<file path="src/rtl/idma_axi_write_arbiter.sv">
// Round-robin arbiter sharing one AXI write backend (AW + w_dp) among NumReq requesters.
// An in-order ID FIFO routes B responses back to their issuers. Optional macro: IDMA_WRITE_ARB_STATS_EN.
module idma_axi_write_arbiter #(
  parameter int unsigned NumReq         = 4,
  parameter int unsigned MaxOutstanding = 8,
  parameter int unsigned AwWidth        = 64,
  parameter int unsigned WdpWidth       = 32,
  parameter int unsigned RspWidth       = 4
) (
  input  logic                                 clk_i,
  input  logic                                 rst_i,
  input  logic [NumReq-1:0]                    req_valid_i,
  output logic [NumReq-1:0]                    req_ready_o,
  input  logic [NumReq*AwWidth-1:0]            req_aw_i,
  input  logic [NumReq*WdpWidth-1:0]           req_wdp_i,
  output logic [AwWidth-1:0]                   aw_o,
  output logic                                 aw_valid_o,
  input  logic                                 aw_ready_i,
  output logic [WdpWidth-1:0]                  w_dp_req_o,
  output logic                                 w_dp_valid_o,
  input  logic                                 w_dp_ready_i,
  input  logic [RspWidth-1:0]                  w_dp_rsp_i,
  input  logic                                 w_dp_rsp_valid_i,
  output logic                                 w_dp_rsp_ready_o,
  output logic [RspWidth-1:0]                  rsp_o,
  output logic [NumReq-1:0]                    rsp_valid_o,
  input  logic [NumReq-1:0]                    rsp_ready_i,
  output logic [$clog2(MaxOutstanding+1)-1:0]  outstanding_o,
  output logic                                 busy_o
`ifdef IDMA_WRITE_ARB_STATS_EN
  ,output logic [NumReq*32-1:0]                done_cnt_o
`endif
);

  localparam int unsigned IdxW = $clog2(NumReq);
  localparam int unsigned CntW = $clog2(MaxOutstanding+1);
  localparam int unsigned PtrW = (MaxOutstanding > 1) ? $clog2(MaxOutstanding) : 1;
  localparam logic [CntW-1:0] MaxCnt  = CntW'(MaxOutstanding);
  localparam logic [PtrW-1:0] LastPtr = PtrW'(MaxOutstanding-1);
  localparam logic [IdxW-1:0] LastIdx = IdxW'(NumReq-1);

  typedef enum logic {IDLE, ISSUE} state_e;

  state_e          state_q, state_d;
  logic [IdxW-1:0] grant_q, grant_d, prio_q, prio_d;
  logic            aw_done_q, aw_done_d, wdp_done_q, wdp_done_d;
  logic [IdxW-1:0] fifo_q [MaxOutstanding];
  logic [PtrW-1:0] wr_ptr_q, rd_ptr_q;
  logic [CntW-1:0] cnt_q;
  logic [IdxW-1:0] pick, head;
  logic            found, push, pop, empty, full;

  assign empty = (cnt_q == '0);
  assign full  = (cnt_q == MaxCnt);
  assign head  = fifo_q[rd_ptr_q];

  // First valid requester at or above the priority pointer, cyclically.
  always_comb begin : arb
    int idx;
    logic [IdxW-1:0] cand;
    found = 1'b0;
    pick  = prio_q;
    idx   = 0;
    cand  = '0;
    for (int k = 0; k < NumReq; k++) begin
      idx  = (int'(prio_q) + k) % NumReq;
      cand = IdxW'(idx);
      if (!found && req_valid_i[cand]) begin
        found = 1'b1;
        pick  = cand;
      end
    end
  end

  always_comb begin : fsm
    logic aw_fin, wdp_fin;
    state_d      = state_q;
    grant_d      = grant_q;
    prio_d       = prio_q;
    aw_done_d    = aw_done_q;
    wdp_done_d   = wdp_done_q;
    push         = 1'b0;
    req_ready_o  = '0;
    aw_valid_o   = 1'b0;
    w_dp_valid_o = 1'b0;
    aw_o         = '0;
    w_dp_req_o   = '0;
    aw_fin       = 1'b0;
    wdp_fin      = 1'b0;
    unique case (state_q)
      IDLE: begin
        // A pop in the same cycle frees the slot, so a full FIFO may still accept.
        if (found && (!full || pop)) begin
          grant_d = pick;
          push    = 1'b1;
          state_d = ISSUE;
        end
      end
      ISSUE: begin
        aw_o         = req_aw_i[grant_q*AwWidth +: AwWidth];
        w_dp_req_o   = req_wdp_i[grant_q*WdpWidth +: WdpWidth];
        aw_valid_o   = !aw_done_q;
        w_dp_valid_o = !wdp_done_q;
        aw_fin       = aw_done_q | aw_ready_i;
        wdp_fin      = wdp_done_q | w_dp_ready_i;
        aw_done_d    = aw_fin;
        wdp_done_d   = wdp_fin;
        if (aw_fin && wdp_fin) begin
          req_ready_o[grant_q] = 1'b1;
          prio_d     = (grant_q == LastIdx) ? '0 : grant_q + 1'b1;
          aw_done_d  = 1'b0;
          wdp_done_d = 1'b0;
          state_d    = IDLE;
        end
      end
      default: state_d = IDLE;
    endcase
  end

  always_comb begin
    rsp_valid_o = '0;
    if (!empty) rsp_valid_o[head] = w_dp_rsp_valid_i;
  end

  assign w_dp_rsp_ready_o = !empty && rsp_ready_i[head];
  assign pop              = w_dp_rsp_valid_i && w_dp_rsp_ready_o;
  assign rsp_o            = w_dp_rsp_i;
  assign outstanding_o    = cnt_q;
  assign busy_o           = (state_q == ISSUE) || !empty;

  always_ff @(posedge clk_i or posedge rst_i) begin
    if (rst_i) begin
      state_q    <= IDLE;
      grant_q    <= '0;
      prio_q     <= '0;
      aw_done_q  <= 1'b0;
      wdp_done_q <= 1'b0;
      wr_ptr_q   <= '0;
      rd_ptr_q   <= '0;
      cnt_q      <= '0;
      for (int i = 0; i < MaxOutstanding; i++) fifo_q[i] <= '0;
    end else begin
      state_q    <= state_d;
      grant_q    <= grant_d;
      prio_q     <= prio_d;
      aw_done_q  <= aw_done_d;
      wdp_done_q <= wdp_done_d;
      if (push) begin
        fifo_q[wr_ptr_q] <= pick;
        wr_ptr_q <= (wr_ptr_q == LastPtr) ? '0 : wr_ptr_q + 1'b1;
      end
      if (pop) rd_ptr_q <= (rd_ptr_q == LastPtr) ? '0 : rd_ptr_q + 1'b1;
      case ({push, pop})
        2'b10:   cnt_q <= cnt_q + 1'b1;
        2'b01:   cnt_q <= cnt_q - 1'b1;
        default: cnt_q <= cnt_q;
      endcase
    end
  end

`ifdef IDMA_WRITE_ARB_STATS_EN
  logic [31:0] done_cnt_q [NumReq];

  always_ff @(posedge clk_i or posedge rst_i) begin
    if (rst_i) begin
      for (int i = 0; i < NumReq; i++) done_cnt_q[i] <= '0;
    end else if (pop) begin
      done_cnt_q[head] <= done_cnt_q[head] + 32'd1;
    end
  end

  always_comb begin
    done_cnt_o = '0;
    for (int i = 0; i < NumReq; i++) done_cnt_o[i*32 +: 32] = done_cnt_q[i];
  end
`endif

endmodule

</file>
<file path="config.mk">
export PLATFORM = sky130hd
export DESIGN_NAME = idma_axi_write_arbiter
export DESIGN_NICKNAME = d
export VERILOG_FILES = /design/src/rtl/idma_axi_write_arbiter.sv
export SDC_FILE = /design/constraint.sdc
export NUM_CORES = 1
export LEC_CHECK = 0
export CAP_MARGIN = 10
export CORE_AREA = 2 2 202 204
export CTS_CLUSTER_DIAMETER = 80
export DETAILED_ROUTE_END_ITERATION = 10
export DIE_AREA = 0 0 204 206
export PLACE_DENSITY_LB_ADDON = 0.12
export SYNTH_ARGS = -nofsm -noshare
export SYNTH_HDL_FRONTEND = slang
export SYNTH_SLANG_ARGS = --single-unit
</file>
<file path="constraint.sdc">
create_clock -name clk_i -period 6.2 [get_ports clk_i]
set_input_delay 0.93 -clock clk_i [delete_from_list [all_inputs] [get_ports clk_i]]
set_output_delay 0.93 -clock clk_i [all_outputs]
set_load 0.02 [all_outputs]
</file>
[After elaboration in Yosys (flattened, before gate mapping)]
Cells that the tools add are included.
Word-level totals
  bits of input ports: 401
  output and inout port bits: 116
  register bits after elaboration: 33
  logic and storage cells: 116
Operators by class
  add/subtract/negate cells: 8
  order comparisons: 11
  reductions and logical operators: 23
  multiplexer cells: 44
  shift operators: 2
  bitwise gates (word level): 6
  equality and inequality tests: 6
Operators by type and width (count)
  256-bit by 9-bit indexed part select with 64-bit output: 1
  128-bit by 8-bit indexed part select with 32-bit output: 1
  64-bit 2-to-1 mux: 1
  32-bit 2-to-1 mux: 1
  2-bit by 3-bit less-than comparator with 1-bit output (second input constant): 6
  1-bit 2-to-1 mux: 18
  16-bit bitwise mux: 1
  2-bit 2-to-1 mux: 7
  4-bit 2-to-1 mux: 3
  1-bit binary-select mux with 2-bit select: 5
  1-bit logical AND: 10
  4-bit greater-or-equal comparator (second input constant): 2
  3-bit NOT with 4-bit output: 2
  4-bit case mux with 2 select lines: 1
  1-bit logical NOT: 7
  3-bit by 1-bit adder with 3-bit output (second input constant): 2
  2-bit binary-select mux with 3-bit select: 1
  2-bit demux with 3-bit select: 1
  3-bit == test (second input constant): 2
  3-bit 2-to-1 mux: 2
  2-bit by 1-bit adder with 2-bit output (second input constant): 2
  2-bit adder (second input constant): 2
  4-bit by 1-bit adder with 4-bit output (second input constant): 1
  4-bit AND: 1
  14 further kinds: 20

[Longest topological paths before layout]
Gate-level depths: netlist of run 1.
  depth after elaboration: 17
  mapped depth: 14
  mapped depth without buffers: 13

[Worst setup path after synthesis of run 1]
OpenSTA, ideal clock, no wires.
  path kind: flip-flop to flip-flop
  start point: reg rd_ptr_q[0]
  end point: reg cnt_q[3], in the netlist outstanding_o[3]
  buffers on the path: 1
  slack: 3046 ps
  library setup time: 133 ps
  clock period less this slack: 3154 ps
  data required time: 6067 ps
  data arrival time: 3021 ps
  stages on the path, launching flop included: 15
  cell sequence: dfrtp_1 > buf_6 > mux2i_1 > mux4_2 > mux2_2 > a22oi_4 > inv_2 > o21ai_4 > ha_1 > ha_1 > a21o_1 > a21oi_1 > xnor2_1 > nor2_1 > xor2_1
Between the ends
  word-level cells in the longest chain between the ends: 14
  elaborated cells between the ends (all ways): 16
  those cells by class: eq/ne (2); mux (8); bitwise (1); reduce/logical (5)
RTL lines
  start, declared: RTL line 48  | logic [PtrW-1:0] wr_ptr_q, rd_ptr_q;
  start signal, assigned: RTL line 152  | if (pop) rd_ptr_q <= (rd_ptr_q == LastPtr) ? '0 : rd_ptr_q + 1'b1;
  3-bit NOT with 4-bit output (implied by the code) (*): RTL line 55  | assign head = fifo_q[rd_ptr_q];
  2-bit binary-select mux with 3-bit select (*): RTL line 55
  2-bit 2-to-1 mux (implied by the code) (*) (2 in a row): RTL line 55
  1-bit binary-select mux with 2-bit select (*): RTL line 125  | assign w_dp_rsp_ready_o = !empty && rsp_ready_i[head];
  1-bit 2-to-1 mux (implied by the code) (*): RTL line 125
  1-bit logical AND (*): RTL line 125
  1-bit logical AND (*): RTL line 126  | assign pop = w_dp_rsp_valid_i && w_dp_rsp_ready_o;
  1-bit logical OR: RTL line 93  | if (found && (!full || pop)) begin
  1-bit logical AND: RTL line 93
  1-bit 2-to-1 mux: RTL line 93
  1-bit 2-to-1 mux: RTL line 90  | unique case (state_q)
  2-bit by 1-bit == test with 1-bit output or 2-bit == test (tied branches): RTL line 153  | case ({push, pop})
  4-bit case mux with 2 select lines or 2-bit nonzero test (tied branches)
  end signal, assigned: RTL line 154  | 2'b10: cnt_q <= cnt_q + 1'b1;
  end signal, assigned: RTL line 155  | 2'b01: cnt_q <= cnt_q - 1'b1;
  end signal, assigned: RTL line 156  | default: cnt_q <= cnt_q;
  end, declared: RTL line 49  | logic [CntW-1:0] cnt_q;
Mark *: on every way between the ends. The rest lies on a longest branch, timed or not. The select of a mux whose other input is x is not followed.
A chain may end at the register's enable or synchronous reset.

[Final worst setup path of run 1]
  start point: reg grant_q[0]
  end point: out aw_o[57]
Between the ends
  word-level cells in the longest chain between the ends: 2
RTL lines
  start, declared: RTL line 45  | logic [IdxW-1:0] grant_q, grant_d, prio_q, prio_d;
  start signal, assigned: RTL line 144  | grant_q <= grant_d;
  256-bit by 9-bit indexed part select with 64-bit output: RTL line 100  | aw_o = req_aw_i[grant_q*AwWidth +: AwWidth];
  64-bit 2-to-1 mux: RTL line 90
  end, declared: RTL line 16  | output logic [AwWidth-1:0] aw_o,
No other way between the ends.

==> impl_results.html, run 1 <==
<table>
<tr><th>Metric</th><th>Value</th></tr>
<tr><th colspan="2">Outcome</th></tr>
<tr><td>Status</td><td>completed</td></tr>
<tr><th colspan="2">Synth</th></tr>
<tr><td>Total of flip-flops plus latches after synthesis</td><td>33</td></tr>
<tr><td>Simple-gate share of the synthesized area</td><td>between 10% and 20%</td></tr>
<tr><td>Number of library cell types mapped by synthesis</td><td>42</td></tr>
<tr><td>Combinational family with the most area after synthesis</td><td>multiplexers</td></tr>
<tr><td>Post-synth EDFFs</td><td>0</td></tr>
<tr><td>Compound-Gate Fraction of Synth Area</td><td>6.59%</td></tr>
<tr><td>Synth Instances</td><td>431</td></tr>
<tr><td>Post-synthesis xor/xnor area fraction</td><td>less than 1%</td></tr>
<tr><td>Synthesized cell area</td><td>0.00492 mm²</td></tr>
<tr><td>Fraction of the mapped netlist area in adder cells</td><td>3.21%</td></tr>
<tr><td>Sequential element share of the synthesized area</td><td>16.8%</td></tr>
<tr><td>Average footprint of a synthesized cell</td><td>11.4 µm²</td></tr>
<tr><td>Post-synth top flop</td><td>sky130_fd_sc_hd__dfrtp_1</td></tr>
<tr><td>FFs w/ async S/R, synth</td><td>100%</td></tr>
<tr><td>Mapped Nets</td><td>844</td></tr>
<tr><td>Synthesis warning total</td><td>0</td></tr>
<tr><td>Multiplexer area fraction after synthesis</td><td>48.9%</td></tr>
<tr><th colspan="2">Floorplan</th></tr>
<tr><td>DIE WIDTH</td><td>between 200 and 250 µm</td></tr>
<tr><td>Row count</td><td>74</td></tr>
<tr><td>Starting density of the core</td><td>between 10 and 15%</td></tr>
<tr><td>Overall die area</td><td>0.0420 mm²</td></tr>
<tr><td>Io pins</td><td>517</td></tr>
<tr><td>Vert. Die Dim</td><td>206 µm</td></tr>
<tr><td>Area of the core</td><td>around 0.04 mm²</td></tr>
<tr><th colspan="2">Clocking</th></tr>
<tr><td>Setup Fix Bufs, Post-CTS</td><td>0</td></tr>
<tr><td>Clock-pin slew on the worst setup and hold paths</td><td>0.06 ns</td></tr>
<tr><td>TritonCTS buffer count</td><td>5</td></tr>
<tr><td>Clock Path Buffers</td><td>2</td></tr>
<tr><td>Number of buffers inserted by hold repair at cts</td><td>0</td></tr>
<tr><td>Clk_lat worst skew</td><td>0.28 ns</td></tr>
<tr><td>Buffer cell driving the clock tree root</td><td>sky130_fd_sc_hd__clkbuf_16</td></tr>
<tr><td>Clock tree from TritonCTS</td><td>built</td></tr>
<tr><td>Gates resized, CTS repair</td><td>0</td></tr>
<tr><td>Number of sinks handled by clock tree synthesis</td><td>33</td></tr>
<tr><td>Total number of H-tree levels</td><td>2</td></tr>
<tr><th colspan="2">Power and ir drop</th></tr>
<tr><td>Static power due to leakage</td><td>0.00386 µW</td></tr>
<tr><td>Relative contribution of sequential cells to total power</td><td>12.9%</td></tr>
<tr><td>Clk pwr share</td><td>5.4%</td></tr>
<tr><td>Logic pwr share</td><td>81.6%</td></tr>
<tr><td>Highest ir drop seen on vdd</td><td>0.188 mV</td></tr>
<tr><td>Switching power as a share of total power</td><td>a little under half</td></tr>
<tr><td>Power density of the placed cells</td><td>412 mW/mm²</td></tr>
<tr><td>Total power</td><td>around 4400 µW</td></tr>
<tr><td>P_sw</td><td>2010 µW</td></tr>
<tr><td>Internal power</td><td>2410 µW</td></tr>
<tr><th colspan="2">Setup path</th></tr>
<tr><td>Endpoint arrival time on the critical path</td><td>2.99 ns</td></tr>
<tr><td>Worst setup path class</td><td>register to output port</td></tr>
<tr><td>Startpoint class of the critical path</td><td>register</td></tr>
<tr><td>Worst endpoint required time</td><td>5.27 ns</td></tr>
<tr><td>Crit Path Max Fanout</td><td>24</td></tr>
<tr><td>Category of the worst setup path capture point</td><td>output port</td></tr>
<tr><th colspan="2">Drt</th></tr>
<tr><td>Count of TritonRoute iterations in the first routing pass</td><td>4</td></tr>
<tr><td>Post-detailed-route DRC marker count</td><td>0</td></tr>
<tr><td>Via-to-Cell Ratio</td><td>3.96</td></tr>
<tr><td>Wire length after detailed routing</td><td>slightly above 30000 µm</td></tr>
<tr><td>Wire per inst</td><td>21.1 µm</td></tr>
<tr><td>Post-route ant nets</td><td>0</td></tr>
<tr><td>Drt initial violations</td><td>250</td></tr>
<tr><td>Total number of vias</td><td>5725</td></tr>
<tr><th colspan="2">Final layout</th></tr>
<tr><td>Multi-input gate area in the final layout</td><td>just under 0.004 mm²</td></tr>
<tr><td>Layout overhead on the synthesized area</td><td>118%</td></tr>
<tr><td>Cell Count, Final, Fillers Out</td><td>1447</td></tr>
<tr><td>Fraction of final layout cells with drive strength greater than 1</td><td>13.8%</td></tr>
<tr><td>Fin nets</td><td>1323</td></tr>
<tr><td>Area used by sequential logic in the layout</td><td>835 µm²</td></tr>
<tr><td>Filler cells</td><td>4295</td></tr>
<tr><th colspan="2">Timing</th></tr>
<tr><td>Normalized max-slew margin</td><td>43.3%</td></tr>
<tr><td>Clock period minus final worst setup slack</td><td>3.92 ns</td></tr>
<tr><td>Total Negative Setup Slacks</td><td>0 ns</td></tr>
<tr><td>Final Setup Violations</td><td>0</td></tr>
<tr><td>Measured slew at the worst slew-check pin</td><td>about 0.84 ns</td></tr>
<tr><td>Unrepaired setup endpoints after global routing</td><td>false</td></tr>
<tr><td>Endpoints failing hold</td><td>0</td></tr>
<tr><td>Max-slew violation count</td><td>0</td></tr>
<tr><td>Final period util</td><td>63.2%</td></tr>
<tr><td>Clock skew after layout</td><td>0.00786 ns</td></tr>
<tr><td>Hold slack</td><td>about 0.5 ns</td></tr>
<tr><td>Maximum clock rate</td><td>255 MHz</td></tr>
<tr><th colspan="2">Placement</th></tr>
<tr><td>IO buf count</td><td>between 500 and 600</td></tr>
<tr><td>Half-perimeter wire length after detailed placement</td><td>25800 µm</td></tr>
<tr><td>Placed cells</td><td>1435</td></tr>
<tr><td>Final GP Congestion</td><td>~0.81</td></tr>
<tr><th colspan="2">Global routing</th></tr>
<tr><td>First-pass GRT wire length</td><td>42700 µm</td></tr>
<tr><td>Maximum number of pins on one net before global-route repair</td><td>100</td></tr>
<tr><td>Vias in the first global route</td><td>6292</td></tr>
<tr><td>Leftover overflow at the end of global routing</td><td>0</td></tr>
<tr><td>Total track usage</td><td>13.9%</td></tr>
<tr><td>Antenna violations before repair</td><td>3</td></tr>
<tr><th colspan="2">Run</th></tr>
<tr><td>Maxcap violations</td><td>0</td></tr>
<tr><th colspan="2">Hold path</th></tr>
<tr><td>Worst hold-check path type</td><td>register to register</td></tr>
</table>
-- cells in the mapped netlist (all sizes together) (6+ instances only) --
master | instances | area, µm²
and2 | 101 | 632
mux4 | 99 | 2230
dfrtp | 33 | 826
clkbuf | 25 | 93.8
nand2 | 21 | 78.8
nor2 | 19 | 71.3
buf | 17 | 90.1
inv | 16 | 60.1
ha | 11 | 138
a21oi | 10 | 50.1
o21ai | 9 | 56.3
mux2 | 8 | 90.1
mux2i | 8 | 80.1
a22oi | 7 | 66.3
nor3 | 7 | 35.0
a22o | 6 | 52.6
nor2b | 6 | 37.5
-- layout by cell type (no fill, tap or decap), types with 2 or more instances in the layout --
| cell type | n |
|---|---|
| sky130_fd_sc_hd__inv_1 | 15 |
| sky130_fd_sc_hd__nor3_1 | 7 |
| sky130_fd_sc_hd__a32o_1 | 2 |
| sky130_fd_sc_hd__nor2_1 | 19 |
| sky130_fd_sc_hd__clkinv_2 | 2 |
| sky130_fd_sc_hd__and2_1 | 101 |
| sky130_fd_sc_hd__o21ai_0 | 5 |
| sky130_fd_sc_hd__nand2b_1 | 3 |
| sky130_fd_sc_hd__a21o_1 | 2 |
| sky130_fd_sc_hd__clkdlybuf4s50_1 | 508 |
| sky130_fd_sc_hd__a22o_1 | 6 |
| sky130_fd_sc_hd__dfrtp_1 | 30 |
| sky130_fd_sc_hd__o21ai_1 | 3 |
| sky130_fd_sc_hd__a21oi_1 | 10 |
| sky130_fd_sc_hd__mux2i_1 | 8 |
| sky130_fd_sc_hd__xor2_1 | 2 |
| sky130_fd_sc_hd__nor4_1 | 3 |
| sky130_fd_sc_hd__nor2b_1 | 6 |
| sky130_fd_sc_hd__buf_4 | 3 |
| sky130_fd_sc_hd__xnor2_1 | 2 |
| sky130_fd_sc_hd__mux2_2 | 8 |
| sky130_fd_sc_hd__a32oi_1 | 2 |
| sky130_fd_sc_hd__dfrtp_4 | 2 |
| sky130_fd_sc_hd__clkbuf_16 | 5 |
| sky130_fd_sc_hd__diode_2 | 4 |
| sky130_fd_sc_hd__a22oi_1 | 6 |
| sky130_fd_sc_hd__buf_12 | 3 |
| sky130_fd_sc_hd__nand2_1 | 21 |
| sky130_fd_sc_hd__ha_1 | 11 |
| sky130_fd_sc_hd__o21a_1 | 3 |
| sky130_fd_sc_hd__mux4_2 | 98 |
-- registers in the layout (all words and copies together) (netlist names), 2 cells and up --
register and flops:
fifo_q 16, grant_q 2, outstanding_o 4, prio_q 2, rd_ptr_q 3, wr_ptr_q 3
-- layer usage --
metal	up-vias	part of all wire [%]	GRT usage (%)
li1	2615	-	-
met1	2854	38	16.1
met2	228	54	25.8
met3	28	5.8	3.09
met4	0	2.2	3.49
met5	-	0	0
-- power by group through the flow --
| stage | clock [µW] | sequential [µW] | combinational, µW |
|---|---|---|---|
| floorplan | 0 | 406 | 2230 |
| global route | 257 | 603 | 3880 |
| detailed placement | 0 | 581 | 3660 |
| finish | 241 | 571 | 3610 |
| global placement | 0 | 585 | 3710 |
| CTS | 250 | 579 | 3690 |
-- layout make-up --
class	count	area share (%)
inverters	16	0.560
repair buffers	514	48.2
well taps	532	6.21
flip-flops and latches	33	7.78
clock buffers	6	1.20
multi-input cells	340	35.9
diodes	4	0.0933
clock inverters	2	0.0933
-- final timing paths --
kind	start	end	slack [ns]	cells past startpoint
max	grant_q[0]	aw_o[57]	2.28	4
min	fifo_q[4]	fifo_q[4]	0.51	1
max reg2reg	rd_ptr_q[0]	outstanding_o[3]	2.50	13
min reg2reg	fifo_q[4]	fifo_q[4]	0.51	1
max in group asynchronous	rst_i	grant_q[0]	4.77	3
min in group asynchronous	rst_i	fifo_q[2]	1.06	3
-- worst max-delay path, cell delays in order, from the launching register on --
cell                              delay (ns)
sky130_fd_sc_hd__dfrtp_4                0.73
sky130_fd_sc_hd__buf_4                  0.50
sky130_fd_sc_hd__mux4_2                 0.59
sky130_fd_sc_hd__and2_1                 0.17
sky130_fd_sc_hd__clkdlybuf4s50_1        0.66
-- cell families after synthesis --
kind of cell    count (synthesis)
simple gates                  165
mux                           115
buf+inv                        58
compound gates                 44
flops                          33
fa+ha+maj                      12
xor+xnor                        4
-- stage by stage --
stage / util, % / setup WS [ns] / area, µm²
floorplan: - / 3.05 / 4920
global placement: 26.3 / 2.48 / 10600
detailed placement: 26.3 / 2.44 / 10600
CTS: 26.7 / 2.17 / 10700
global route: 26.7 / 2.08 / 10700
finish: 26.7 / 2.28 / 10700
Power figures use the tool's default switching activity.
==> inputs of run 2 (changes only) <==
CORE_AREA = 2 2 203 205   (was 2 2 202 204)
DIE_AREA = 0 0 205 207   (was 0 0 204 206)
clock period = 4 ns   (was 6.2 ns; I/O delays follow)
==> impl_results.html, run 2 (synthesis gave the netlist of run 1 again) <==
<table>
<tr><th>Metric</th><th>Value</th></tr>
<tr><th colspan="2">Global routing</th></tr>
<tr><td>Leftover overflow at the end of global routing</td><td>0 (unchanged)</td></tr>
<tr><td>Total track usage</td><td>15.9% (was 13.9%)</td></tr>
<tr><td>Antenna violations before repair</td><td>15 (was 3)</td></tr>
<tr><td>GRT met1 Usage</td><td>17.4% (was 16.1%)</td></tr>
<tr><td>First-pass GRT wire length</td><td>48700 µm (was 42700 µm)</td></tr>
<tr><td>Maximum number of pins on one net before global-route repair</td><td>63 (was 100)</td></tr>
<tr><td>Global routing usage on met2</td><td>28.4% (was 25.8%)</td></tr>
<tr><td>Vias in the first global route</td><td>6669 (was 6292)</td></tr>
<tr><td>Global route hottest layer</td><td>met2 (unchanged)</td></tr>
<tr><td>Met3 track demand over resource</td><td>6.34% (was 3.09%)</td></tr>
<tr><th colspan="2">Final layout</th></tr>
<tr><td>Area used by sequential logic in the layout</td><td>835 µm² (unchanged)</td></tr>
<tr><td>Most common library cell in the layout ignoring fill and taps</td><td>sky130_fd_sc_hd__clkdlybuf4s50_1 (unchanged)</td></tr>
<tr><td>Most flop-heavy register</td><td>fifo_q (unchanged)</td></tr>
<tr><td>Filler cells</td><td>4335 (was 4295)</td></tr>
<tr><td>Multi-input gate area in the final layout</td><td>0.00385 mm² (unchanged)</td></tr>
<tr><td>Final Util</td><td>26.8% (was 26.7%)</td></tr>
<tr><td>Fin nets</td><td>1335 (was 1323)</td></tr>
<tr><td>Flip-flop count of the largest register, all copies and words added</td><td>16 (unchanged)</td></tr>
<tr><td>Cell Count, Final, Fillers Out</td><td>1463 (was 1447)</td></tr>
<tr><td>Fraction of final layout cells with drive strength greater than 1</td><td>14.9% (was 13.8%)</td></tr>
<tr><td>Layout overhead on the synthesized area</td><td>120% (was 118%)</td></tr>
<tr><td>Commonest non-fill, non-tap cells in the layout</td><td>508 x sky130_fd_sc_hd__clkdlybuf4s50_1, 101 x sky130_fd_sc_hd__and2_1, 98 x sky130_fd_sc_hd__mux4_2 (unchanged)</td></tr>
<tr><th colspan="2">Drt</th></tr>
<tr><td>Drt initial violations</td><td>191 (was 250)</td></tr>
<tr><td>Wire per inst</td><td>23.3 µm (was 21.1 µm)</td></tr>
<tr><td>Post-detailed-route DRC marker count</td><td>0 (unchanged)</td></tr>
<tr><td>Wire length after detailed routing</td><td>34000 µm (was 30600 µm)</td></tr>
<tr><td>Total number of vias</td><td>5796 (was 5725)</td></tr>
<tr><td>Count of TritonRoute iterations in the first routing pass</td><td>4 (unchanged)</td></tr>
<tr><td>Via-to-Cell Ratio</td><td>3.96 (about the same)</td></tr>
<tr><td>Post-route ant nets</td><td>0 (unchanged)</td></tr>
<tr><th colspan="2">Timing</th></tr>
<tr><td>Final Setup Violations</td><td>0 (unchanged)</td></tr>
<tr><td>Clock skew after layout</td><td>0.00882 ns (was 0.00786 ns)</td></tr>
<tr><td>Normalized max-slew margin</td><td>41.4% (was 43.3%)</td></tr>
<tr><td>Crit path setup slack, layout</td><td>0.490 ns (was 2.28 ns)</td></tr>
<tr><td>Clock period minus final worst setup slack</td><td>3.51 ns</td></tr>
<tr><td>Endpoints failing hold</td><td>0 (unchanged)</td></tr>
<tr><td>Measured slew at the worst slew-check pin</td><td>0.879 ns (was 0.840 ns)</td></tr>
<tr><td>Unrepaired setup endpoints after global routing</td><td>false (unchanged)</td></tr>
<tr><td>Maximum clock rate</td><td>285 MHz</td></tr>
<tr><td>Total Negative Setup Slacks</td><td>0 ns (unchanged)</td></tr>
<tr><td>Final period util</td><td>87.8%</td></tr>
<tr><td>Max-slew violation count</td><td>0 (unchanged)</td></tr>
<tr><th colspan="2">Clocking</th></tr>
<tr><td>Gates resized, CTS repair</td><td>0 (unchanged)</td></tr>
<tr><td>Total number of H-tree levels</td><td>2 (unchanged)</td></tr>
<tr><td>Clk_lat worst skew</td><td>0.28 ns (about the same)</td></tr>
<tr><td>Clock tree from TritonCTS</td><td>built (unchanged)</td></tr>
<tr><td>Number of buffers inserted by hold repair at cts</td><td>0 (unchanged)</td></tr>
<tr><td>TritonCTS buffer count</td><td>5 (unchanged)</td></tr>
<tr><td>Setup Fix Bufs, Post-CTS</td><td>0 (unchanged)</td></tr>
<tr><td>Buffer cell driving the clock tree root</td><td>sky130_fd_sc_hd__clkbuf_16 (unchanged)</td></tr>
<tr><td>Clock Path Buffers</td><td>2 (unchanged)</td></tr>
<tr><td>Number of sinks handled by clock tree synthesis</td><td>33 (unchanged)</td></tr>
<tr><td>Clock-pin slew on the worst setup and hold paths</td><td>0.05 ns (was 0.06 ns)</td></tr>
<tr><th colspan="2">Placement</th></tr>
<tr><td>Final GP Congestion</td><td>0.852 (was 0.805)</td></tr>
<tr><td>Placed cells</td><td>1447 (was 1435)</td></tr>
<tr><td>Setup Slack @ Placement</td><td>0.448 ns (was 2.44 ns)</td></tr>
<tr><td>IO buf count</td><td>508 (unchanged)</td></tr>
<tr><td>Half-perimeter wire length after detailed placement</td><td>29700 µm (was 25800 µm)</td></tr>
<tr><th colspan="2">Setup path</th></tr>
<tr><td>Crit-path cells</td><td>mux4_1 -&gt; mux2_2 -&gt; nor2_1 -&gt; a22oi_4 -&gt; inv_2 -&gt; o21ai_4 -&gt; ha_1 -&gt; ha_1 -&gt; a21o_1 -&gt; a21oi_1 -&gt; xnor2_1 -&gt; nor2_1 -&gt; xor2_1 (was buf_4 -&gt; mux4_2 -&gt; and2_1 -&gt; clkdlybuf4s50_1)</td></tr>
<tr><td>Crit Path Max Fanout</td><td>12 (was 24)</td></tr>
<tr><td>Buffers and inverters on the worst path</td><td>1 (was 2)</td></tr>
<tr><td>Startpoint class of the critical path</td><td>register (unchanged)</td></tr>
<tr><td>Cell class contributing the biggest share of worst-path delay</td><td>multiplexers (was buffers and inverters)</td></tr>
<tr><td>Slowest Stage Delay on Critical Path</td><td>0.66 ns (was 0.73 ns)</td></tr>
<tr><td>Worst endpoint required time</td><td>4.16 ns (was 5.27 ns)</td></tr>
<tr><td>Category of the worst setup path capture point</td><td>register (was output port)</td></tr>
<tr><td>Endpoint arrival time on the critical path</td><td>3.67 ns (was 2.99 ns)</td></tr>
<tr><td>Standard cell with the maximum stage delay on the critical path</td><td>sky130_fd_sc_hd__mux4_1 (was sky130_fd_sc_hd__dfrtp_4)</td></tr>
<tr><td>Worst setup path class</td><td>register to register (was register to output port)</td></tr>
<tr><th colspan="2">Power and ir drop</th></tr>
<tr><td>Power density of the placed cells</td><td>640 mW/mm² (was 412 mW/mm²)</td></tr>
<tr><td>Highest ir drop seen on vdd</td><td>0.243 mV (was 0.188 mV)</td></tr>
<tr><td>Static power due to leakage</td><td>0.00392 µW (was 0.00386 µW)</td></tr>
<tr><th colspan="2">Floorplan</th></tr>
<tr><td>Area of the core</td><td>0.0404 mm² (was 0.0402 mm²)</td></tr>
<tr><td>Row count</td><td>74 (unchanged)</td></tr>
<tr><td>Starting density of the core</td><td>12.2% (about the same)</td></tr>
<tr><td>Vert. Die Dim</td><td>207 µm (was 206 µm)</td></tr>
<tr><td>Overall die area</td><td>0.0424 mm² (was 0.0420 mm²)</td></tr>
<tr><td>DIE WIDTH</td><td>205 µm (was 204 µm)</td></tr>
<tr><td>Io pins</td><td>517 (unchanged)</td></tr>
<tr><th colspan="2">Outcome</th></tr>
<tr><td>Status</td><td>completed (unchanged)</td></tr>
<tr><th colspan="2">Hold path</th></tr>
<tr><td>Worst hold-check path type</td><td>register to register (unchanged)</td></tr>
<tr><th colspan="2">Run</th></tr>
<tr><td>Maxcap violations</td><td>0 (unchanged)</td></tr>
</table>
[run 2: routing by layer]
metal | part of all wire (%) | wire [µm]
met5 | 0.23 | 80
met4 | 2.2 | 745
met2 | 52 | 17800
met3 | 8.8 | 2980
met1 | 37 | 12400
[run 2: where the power goes]
| part | total, µW | internal [µW] | switching (µW) |
|---|---|---|---|
| clock network | 367 | 226 | 140 |
| logic | 5660 | 3080 | 2580 |
| registers | 906 | 504 | 402 |
| total | 6930 | 3810 | 3120 |
[run 2: area by class of cell]
type                    count  share of cell area [%]
inverters                  16                   0.554
clock inverters             1                  0.0462
clock buffers               6                    1.19
repair buffers            526                    48.6
flip-flops and latches     33                    7.70
diodes                      9                   0.208
well taps                 532                    6.14
multi-input cells         340                    35.5
[run 2: path summary, 6_finish.rpt]
kind,start,end,slack (ns),cells past startpoint
hold reg to reg,fifo_q[10],fifo_q[10],0.50,1
setup reg to reg,rd_ptr_q[0],outstanding_o[3],0.49,13
setup / recovery,rd_ptr_q[0],outstanding_o[3],0.49,13
max in group asynchronous,rst_i,grant_q[1],2.90,3
hold / removal,fifo_q[10],fifo_q[10],0.50,1
min in group asynchronous,rst_i,outstanding_o[0],0.74,3
[run 2: stage by stage]
| stage | area [µm²] | total power (µW) | hold slack, ns |
|---|---|---|---|
| 2_1_floorplan | 4920 | 4090 | 0.465 |
| 3_3_place_gp | 10700 | 6720 | 0.489 |
| 3_5_place_dp | 10700 | 6670 | 0.482 |
| 4_1_cts | 10800 | 7080 | 0.502 |
| 5_1_grt | 10800 | 7470 | 0.508 |
| 6_report | 10800 | 6930 | 0.500 |
==> inputs of run 3 (changes only) <==
REMOVE_ABC_BUFFERS = 1   (was default)
SKIP_LAST_GASP = 1   (was default)
==> impl_results.html, run 3 (synthesis gave the netlist of run 1 again) <==
<table>
<tr><th>Metric</th><th>Value</th></tr>
<tr><th colspan="2">Clocking</th></tr>
<tr><td>Clock-pin slew on the worst setup and hold paths</td><td>0.05 ns (about the same)</td></tr>
<tr><td>Number of sinks handled by clock tree synthesis</td><td>33 (unchanged)</td></tr>
<tr><td>Setup Fix Bufs, Post-CTS</td><td>0 (unchanged)</td></tr>
<tr><td>Clock tree from TritonCTS</td><td>built (unchanged)</td></tr>
<tr><td>Total number of H-tree levels</td><td>2 (unchanged)</td></tr>
<tr><td>Clock Path Buffers</td><td>2 (unchanged)</td></tr>
<tr><td>Buffer cell driving the clock tree root</td><td>sky130_fd_sc_hd__clkbuf_16 (unchanged)</td></tr>
<tr><td>Number of buffers inserted by hold repair at cts</td><td>0 (unchanged)</td></tr>
<tr><td>TritonCTS buffer count</td><td>5 (unchanged)</td></tr>
<tr><td>Clk_lat worst skew</td><td>0.28 ns (about the same)</td></tr>
<tr><td>Gates resized, CTS repair</td><td>0 (unchanged)</td></tr>
<tr><th colspan="2">Drt</th></tr>
<tr><td>Wire length after detailed routing</td><td>34700 µm (was 34000 µm)</td></tr>
<tr><td>Total number of vias</td><td>5746 (was 5796)</td></tr>
<tr><td>Drt initial violations</td><td>280 (was 191)</td></tr>
<tr><td>Post-detailed-route DRC marker count</td><td>0 (unchanged)</td></tr>
<tr><td>Count of TritonRoute iterations in the first routing pass</td><td>4 (unchanged)</td></tr>
<tr><td>Post-route ant nets</td><td>0 (unchanged)</td></tr>
<tr><td>Wire per inst</td><td>23.8 µm (was 23.3 µm)</td></tr>
<tr><td>Via-to-Cell Ratio</td><td>3.94 (was 3.96)</td></tr>
<tr><th colspan="2">Power and ir drop</th></tr>
<tr><td>Highest ir drop seen on vdd</td><td>0.327 mV (was 0.243 mV)</td></tr>
<tr><td>Power density of the placed cells</td><td>643 mW/mm² (was 640 mW/mm²)</td></tr>
<tr><td>Static power due to leakage</td><td>0.00389 µW (was 0.00392 µW)</td></tr>
<tr><td>Total power</td><td>6960 µW (was 6930 µW)</td></tr>
<tr><th colspan="2">Setup path</th></tr>
<tr><td>Setup slack, reg-to-reg</td><td>0.50 ns (was 0.49 ns)</td></tr>
<tr><td>Worst endpoint required time</td><td>4.16 ns (about the same)</td></tr>
<tr><td>Endpoint arrival time on the critical path</td><td>3.65 ns (was 3.67 ns)</td></tr>
<tr><td>Worst reg2reg startpoint</td><td>rd_ptr_q[0] (unchanged)</td></tr>
<tr><td>Worst setup path class</td><td>register to register (unchanged)</td></tr>
<tr><td>Category of the worst setup path capture point</td><td>register (unchanged)</td></tr>
<tr><td>Crit Path Max Fanout</td><td>12 (unchanged)</td></tr>
<tr><td>Worst Reg2Reg Path Length in Cells</td><td>13 (unchanged)</td></tr>
<tr><td>Startpoint class of the critical path</td><td>register (unchanged)</td></tr>
<tr><td>RR Endpoint</td><td>outstanding_o[3] (unchanged)</td></tr>
<tr><th colspan="2">Final layout</th></tr>
<tr><td>Area used by sequential logic in the layout</td><td>837 µm² (was 835 µm²)</td></tr>
<tr><td>Layout overhead on the synthesized area</td><td>120% (about the same)</td></tr>
<tr><td>Final instance area</td><td>0.0108 mm² (about the same)</td></tr>
<tr><td>Fin nets</td><td>1328 (was 1335)</td></tr>
<tr><td>Most flop-heavy register</td><td>fifo_q (unchanged)</td></tr>
<tr><td>Filler cells</td><td>4299 (was 4335)</td></tr>
<tr><td>Fraction of final layout cells with drive strength greater than 1</td><td>14.2% (was 14.9%)</td></tr>
<tr><td>Most common library cell in the layout ignoring fill and taps</td><td>sky130_fd_sc_hd__clkdlybuf4s50_1 (unchanged)</td></tr>
<tr><td>Flip-flop count of the largest register, all copies and words added</td><td>16 (unchanged)</td></tr>
<tr><td>Commonest non-fill, non-tap cells in the layout</td><td>508 x sky130_fd_sc_hd__clkdlybuf4s50_1, 101 x sky130_fd_sc_hd__and2_1, 98 x sky130_fd_sc_hd__mux4_2 (unchanged)</td></tr>
<tr><td>Multi-input gate area in the final layout</td><td>0.00385 mm² (unchanged)</td></tr>
<tr><th colspan="2">Timing</th></tr>
<tr><td>Max-slew violation count</td><td>0 (unchanged)</td></tr>
<tr><td>Total Negative Setup Slacks</td><td>0 ns (unchanged)</td></tr>
<tr><td>Normalized max-slew margin</td><td>42.2% (was 41.4%)</td></tr>
<tr><td>Measured slew at the worst slew-check pin</td><td>0.866 ns (was 0.879 ns)</td></tr>
<tr><td>Maximum clock rate</td><td>286 MHz (was 285 MHz)</td></tr>
<tr><td>Clock skew after layout</td><td>0.00539 ns (was 0.00882 ns)</td></tr>
<tr><td>Final Setup Violations</td><td>0 (unchanged)</td></tr>
<tr><td>Unrepaired setup endpoints after global routing</td><td>false (unchanged)</td></tr>
<tr><td>Endpoints failing hold</td><td>0 (unchanged)</td></tr>
<tr><td>Final period util</td><td>87.4% (was 87.8%)</td></tr>
<tr><td>Clock period minus final worst setup slack</td><td>3.50 ns (was 3.51 ns)</td></tr>
<tr><th colspan="2">Run</th></tr>
<tr><td>Maxcap violations</td><td>0 (unchanged)</td></tr>
<tr><th colspan="2">Floorplan</th></tr>
<tr><td>Vert. Die Dim</td><td>207 µm (unchanged)</td></tr>
<tr><td>Area of the core</td><td>0.0404 mm² (unchanged)</td></tr>
<tr><td>Starting density of the core</td><td>12.2% (unchanged)</td></tr>
<tr><td>DIE WIDTH</td><td>205 µm (unchanged)</td></tr>
<tr><td>Io pins</td><td>517 (unchanged)</td></tr>
<tr><td>Row count</td><td>74 (unchanged)</td></tr>
<tr><td>Overall die area</td><td>0.0424 mm² (unchanged)</td></tr>
<tr><th colspan="2">Hold path</th></tr>
<tr><td>Worst Hold Path Cells</td><td>1 (unchanged)</td></tr>
<tr><td>Worst min-delay path startpoint</td><td>fifo_q[0] (was fifo_q[10])</td></tr>
<tr><td>Worst hold-check path type</td><td>register to register (unchanged)</td></tr>
<tr><td>Min-Delay Endpoint</td><td>fifo_q[0] (was fifo_q[10])</td></tr>
<tr><th colspan="2">Global routing</th></tr>
<tr><td>Maximum number of pins on one net before global-route repair</td><td>72 (was 63)</td></tr>
<tr><td>Antenna violations before repair</td><td>9 (was 15)</td></tr>
<tr><td>Vias in the first global route</td><td>6205 (was 6669)</td></tr>
<tr><td>Leftover overflow at the end of global routing</td><td>0 (unchanged)</td></tr>
<tr><td>Total track usage</td><td>15.7% (was 15.9%)</td></tr>
<tr><td>First-pass GRT wire length</td><td>47700 µm (was 48700 µm)</td></tr>
<tr><th colspan="2">Placement</th></tr>
<tr><td>Cell Area, Placed</td><td>0.0106 mm² (was 0.0107 mm²)</td></tr>
<tr><td>Half-perimeter wire length after detailed placement</td><td>29800 µm (was 29700 µm)</td></tr>
<tr><td>IO buf count</td><td>508 (unchanged)</td></tr>
<tr><td>Final GP Congestion</td><td>0.887 (was 0.852)</td></tr>
<tr><th colspan="2">Outcome</th></tr>
<tr><td>Status</td><td>completed (unchanged)</td></tr>
</table>
## run 3: cell count changes in the layout (fill, tap and decap cells not counted), sizes merged
cell	before	now
buf	18	11
clkbuf	6	8
clkinv	1	0
## run 3: per-layer routing
| layer | share of wire, % | routed length [µm] | GRT usage (%) | vias to the layer above |
|---|---|---|---|---|
| met4 | 1.2 | 404 | 2.93 | 2 |
| met2 | 55 | 19100 | 30.7 | 239 |
| met5 | 0.037 | 13 | 0 | - |
| met3 | 9.8 | 3390 | 5.41 | 19 |
| met1 | 34 | 11800 | 15.9 | 2853 |
| li1 | - | - | - | 2633 |
## run 3: power by group
group          switching, µW  internal [µW]
Combinational           2620           3050
Clock                    139            248
Sequential               390            507
## run 3: area by class of cell
type                            instances  share of cell area (%)
Antenna cell                            9                   0.208
Clock buffer                            8                    1.35
Inverter                               16                   0.556
Multi-Input combinational cell        340                    35.6
Sequential cell                        33                    7.74
Tap cell                              532                    6.16
Timing Repair Buffer                  519                    48.4
## run 3: critical path, stage by stage (launching register included)
cell and delay (ns):
sky130_fd_sc_hd__dfrtp_1 0.59, sky130_fd_sc_hd__mux4_1 0.65, sky130_fd_sc_hd__mux2i_1 0.27, sky130_fd_sc_hd__nor2_1 0.12, sky130_fd_sc_hd__a22oi_4 0.28, sky130_fd_sc_hd__inv_2 0.17, sky130_fd_sc_hd__o21ai_4 0.16, sky130_fd_sc_hd__ha_1 0.22
sky130_fd_sc_hd__ha_1 0.24, sky130_fd_sc_hd__a21o_1 0.17, sky130_fd_sc_hd__a21oi_1 0.17, sky130_fd_sc_hd__xnor2_1 0.13, sky130_fd_sc_hd__nor2_1 0.06, sky130_fd_sc_hd__xor2_1 0.15
## run 3: how the worst max path moves through the flow
stage                            from                to
after global placement    rd_ptr_q[0]  outstanding_o[3]
after detailed placement  rd_ptr_q[0]  outstanding_o[3]
after floorplan            grant_q[0]           aw_o[0]
after CTS                 rd_ptr_q[0]  outstanding_o[3]
after global routing      rd_ptr_q[0]  outstanding_o[3]
final                     rd_ptr_q[0]  outstanding_o[3]
## run 3: stage by stage
stage / utilization (%) / setup slack, ns / hold slack [ns] / cells
6_report: 26.8 / 0.503 / 0.508 / 1457
5_1_grt: 26.8 / 0.233 / 0.538 / 1454
3_3_place_gp: 26.4 / 0.517 / 0.499 / 1440
2_1_floorplan: - / -1.29 / 0.465 / 389
3_5_place_dp: 26.4 / 0.477 / 0.488 / 1440
4_1_cts: 26.7 / 0.467 / 0.507 / 1448
==> RTL change 1, RTL diff (flow settings as in run 2) <==
Change the parameter `MaxOutstanding` from 8 to 4.
--- a/src/rtl/idma_axi_write_arbiter.sv
+++ b/src/rtl/idma_axi_write_arbiter.sv
@@ -2,7 +2,7 @@
 // An in-order ID FIFO routes B responses back to their issuers. Optional macro: IDMA_WRITE_ARB_STATS_EN.
 module idma_axi_write_arbiter #(
   parameter int unsigned NumReq         = 4,
-  parameter int unsigned MaxOutstanding = 8,
+  parameter int unsigned MaxOutstanding = 4,
   parameter int unsigned AwWidth        = 64,
   parameter int unsigned WdpWidth       = 32,
   parameter int unsigned RspWidth       = 4
Ports: changed (resized outstanding_o); port bits go from 517 to 516. No check against the original RTL was run, so the function may have changed too.
==> RTL change 1 against run 2 <==
Worst setup slack improved by 340 ps; sequential power down 32%; sequential cell count fell by 11; via count down 11%; wire length decreased by 13%; total power shrank 9.7%; design area fell by 6.2%; synthesized area fell by 12%; largest cell class unchanged.
==> RTL change 1: results <==
[clock_tree]
cts.path.max_buffers = 2
htreeDepth = 1
root_buffer = clkbuf_16
clk_latency_ps = 260
cts_setup_buffers = 0
clk_pin_slew_ps = 60
cts_buffers = 3
post_cts_resized = 0

[cells_and_area]
top_register = fifo_q
largest_register_ffs = 8
nets = 1250
drive_gt1_share_pct = 15.65

[setup_path]
worst-r2r-cell-count = 10
r2r-end = outstanding_o[2]
cp.arrival_ps = 2570
reg2reg_slack_ps = 1030
critPathTopFamily = flip-flops
max_stage_delay_ps = 960
reg2reg_from = rd_ptr_q[0]
slowest_stage = dfrtp_2
crit_start = state_q
crit_fanout = 49

[yosys]
async_flop_share_pct = 100.0
synth_common_cells = mux4_2, and2_1, clkbuf_1, dfrtp_1, nor2_1
synth_ff_type = dfrtp_1
synth_cell_type_count = 37
synth_area_leaders = mux4_2, and2_1, dfrtp_1
syn_nets = 766
ys_seq_area_share_pct = 12.66
yosysWarnings = 0

[global_routing]
grt_pass1_vias = 5514
grt_usage_pct = 13.39
antenna_found_initial = 6
grt_max_degree = 57
grt_pass1_wl_um = 41390

[min_path]
worstHoldStart = fifo_q[2]
min_to = fifo_q[2]
hp-class = register to register
whs_path_depth = 1

[placement]
hpwl_um = 25400
pre_cts_ws_ps = 748.0
portBuffers = 507
place_area_um2 = 10060
place_congestion = 0.8050

[power]
vdd_ir_drop_max_uv = 282.5
p_leak_nw = 3.596

[timing]
max_slew.worst_pin.slew_ps = 927.1
finClkSkew_ps = 4.360
setup-violations-final = 0

[detailed_routing]
drt_iter0_drc = 151
routed_wl_um = 29770
vias = 5168
dr.pass1.iters = 5

[status]
outcome = complete, no violations
## RTL change 1: how the worst max path moves through the flow
stage                                   to  slack, ps
after detailed placement  outstanding_o[2]        750
after global routing        req_ready_o[0]        620
after floorplan           outstanding_o[2]       1300
after CTS                          aw_o[0]        770
final                       req_ready_o[1]        830
after global placement    outstanding_o[2]        780
## RTL change 1: worst reg2reg max path, delay by kind of cell, from the launching register on
kind / cells / cell delay (ps)
buffers and inverters: 1 / 60
adder cells (fa/ha/maj): 2 / 600
flip-flops: 1 / 460
multiplexers: 2 / 950
AND/OR/NAND/NOR: 2 / 340
AO/OA/AOI/OAI: 1 / 190
XOR/XNOR: 2 / 300
## RTL change 1: cells by family (layout without fill, tap and decap cells)
kind of cell	count (synthesis)	in the layout	share of synthesized area [%]
AO/OA/AOI/OAI	19	19	3.914
XOR/XNOR	3	3	0.6044
adder cells (fa/ha/maj)	11	11	3.338
flip-flops	22	22	12.66
other	0	4	0
buffers and inverters	49	532	4.834
AND/OR/NAND/NOR	130	130	18.10
multiplexers	120	120	56.55
## RTL change 1: metrics by stage
stage          utilization (%)  instances  hold slack, ps
2_1_floorplan                -        354           458.7
3_3_place_gp             24.93       1365           471.8
3_5_place_dp             24.93       1365           478.9
4_1_cts                  25.15       1369           493.2
5_1_grt                  25.16       1371           506.8
6_report                 25.17       1373           488.7
## RTL change 1: where the power goes
part	internal [mW]	total (mW)	switching, mW
sequential	0.350	0.613	0.263
clock	0.153	0.240	0.0869
combinational	2.98	5.41	2.43
total	3.48	6.26	2.78
## RTL change 1: layer usage
metal,track usage (%),share of wire [%],vias to the layer above
met2,25.03,52,245
li1,-,-,2352
met3,3.949,9.0,19
met4,1.712,1.2,4
met5,0,0.10,-
met1,15.20,38,2548
## RTL change 1: final cells by class
type / instances / area (um^2)
inverters: 12 / 45.04
well taps: 532 / 665.6
multi-input cells: 283 / 3587
diodes: 4 / 10.01
repair buffers: 516 / 5205
flip-flops and latches: 22 / 559.3
fillers: 4294 / 30210
clock buffers: 4 / 88.84
==> RTL change 2, RTL diff (config.mk and constraints of run 2) <==
Without the edit above. One comparison of `cnt_q` changes from == to >=.
--- a/src/rtl/idma_axi_write_arbiter.sv
+++ b/src/rtl/idma_axi_write_arbiter.sv
@@ -51,7 +51,7 @@
   logic            found, push, pop, empty, full;
 
   assign empty = (cnt_q == '0);
-  assign full  = (cnt_q == MaxCnt);
+  assign full  = (cnt_q >= MaxCnt);
   assign head  = fifo_q[rd_ptr_q];
 
   // First valid requester at or above the priority pointer, cyclically.
Behaviour: no difference found for any inputs over 4 cycles, from zero or initial values and one cycle with rst_i high; that may be too few to reach the edited logic, so the function may still have changed.
==> RTL change 2 against run 2 <==
Worst setup slack worse by 140 ps; die area unchanged; synthesized area down 1.0%; critical path depth down 8; sequential cell count unchanged; wire length down 3.9%; cell count down 1.9%; clock power up 1%; maximum frequency down 3.8%; highest routed layer unchanged; total power down 3.5%; design area down 0.85%; core utilization down 0.23 points; sequential power down 14%.
==> RTL change 2: results <==
[global_routing]
grt_usage_pct = 14.89
grt_pass1_wl_um = 45400
grt_max_degree = 65
antenna_found_initial = 3
grt_pass1_vias = 6232

[yosys]
async_flop_share_pct = 100.0
syn_nets = 825
syn_inst = 412
ys_seq_area_share_pct = 16.96
synth_ff_type = dfrtp_1
yosysWarnings = 0
synth_cell_type_count = 43
synth_common_cells = and2_1, mux4_2, dfrtp_1, clkbuf_1, inv_1
synth_area_leaders = mux4_2, dfrtp_1, and2_1

[setup_path]
crit_fanout = 9
cp.arrival_ps = 3050
worst-r2r-cell-count = 13

[placement]
portBuffers = 508
place_area_um2 = 10600
pre_cts_ws_ps = 405.0
place_congestion = 0.8263
dpl.cell_count = 1423
hpwl_um = 28380

[detailed_routing]
ant_nets = 0
vias = 5653
drt_iter0_drc = 232
dr.pass1.iters = 4
routedWlPerCell_um = 22.80
vias_per_cell = 3.939

[status]
outcome = complete, no violations

[clock_tree]
root_buffer = clkbuf_16
post_cts_resized = 0
cts_buffers = 5
htreeDepth = 2
clk_pin_slew_ps = 60
clk_latency_ps = 280
cts.path.max_buffers = 2
cts_setup_buffers = 0

[power]
vdd_ir_drop_max_uv = 244.8
p_leak_nw = 3.841

[timing]
slew_headroom_pct = 59.46
finClkSkew_ps = 6.505

[cells_and_area]
nets = 1311
top_register = fifo_q
drive_gt1_share_pct = 14.57
largest_register_ffs = 16

[min_path]
hp-class = register to register
whs_path_depth = 1
## RTL change 2: cell types whose count changed after synthesis, sizes merged, moves of 3 or more
cell    change
o21ai       -3
nand2      -12
nor2b       +4
a21oi       -5
mux2        +3
nand3b      +5
buf         -4
a22oi       -3
a21o        +3
nor2        -6
mux2i       -7
clkbuf      +3
## RTL change 2: cells by family (layout without fill, tap and decap cells)
logic type	after synthesis	count (layout)	share of synthesized area [%]
DFF	33	33	16.96
AOI/OAI and AO/OA	39	39	6.066
adders and majority gates	12	12	3.238
other	0	4	0
muxes	112	112	49.16
xor gates and xnor gates	4	4	0.7197
and+or+nand+nor	154	154	18.76
buffers and inverters	58	545	5.089
## RTL change 2: per-layer routing
layer	vias up	part of all wire, %	track usage (%)
met3	13	9.1	4.641
li1	2574	-	-
met5	-	0.040	0
met4	2	0.59	1.637
met1	2773	36	16.15
met2	291	54	28.69
## RTL change 2: worst max-delay path: stages, from the launching register on
cell	delay, ps
dfrtp_1	590
mux2_2	400
mux4_2	520
mux4_2	520
nor2b_1	170
clkdlybuf4s50_1	560
## RTL change 2: cell type report
class | instances | area [um^2]
Antenna cell | 4 | 10.01
Timing Repair Buffer | 520 | 5238
Fill cell | 4320 | 29630
Inverter | 17 | 63.81
Clock buffer | 8 | 136.4
Multi-Input combinational cell | 321 | 3795
Sequential cell | 33 | 834.6
Tap cell | 532 | 665.6
## RTL change 2: path summary, 6_finish.rpt
kind / from / to / slack [ps]
max: rd_ptr_q[0] / w_dp_rsp_ready_o / 350
min: fifo_q[3] / fifo_q[3] / 490
max reg2reg: rd_ptr_q[0] / outstanding_o[3] / 420
min reg2reg: fifo_q[3] / fifo_q[3] / 490
max in group asynchronous: rst_i / wr_ptr_q[1] / 2690
min in group asynchronous: rst_i / fifo_q[5] / 630
## RTL change 2: report_power, final
| group | switching [mW] | total, mW | internal [mW] |
|---|---|---|---|
| Sequential | 0.264 | 0.775 | 0.511 |
| Clock | 0.140 | 0.371 | 0.231 |
| Combinational | 2.59 | 5.54 | 2.96 |
| Total | 2.99 | 6.69 | 3.70 |
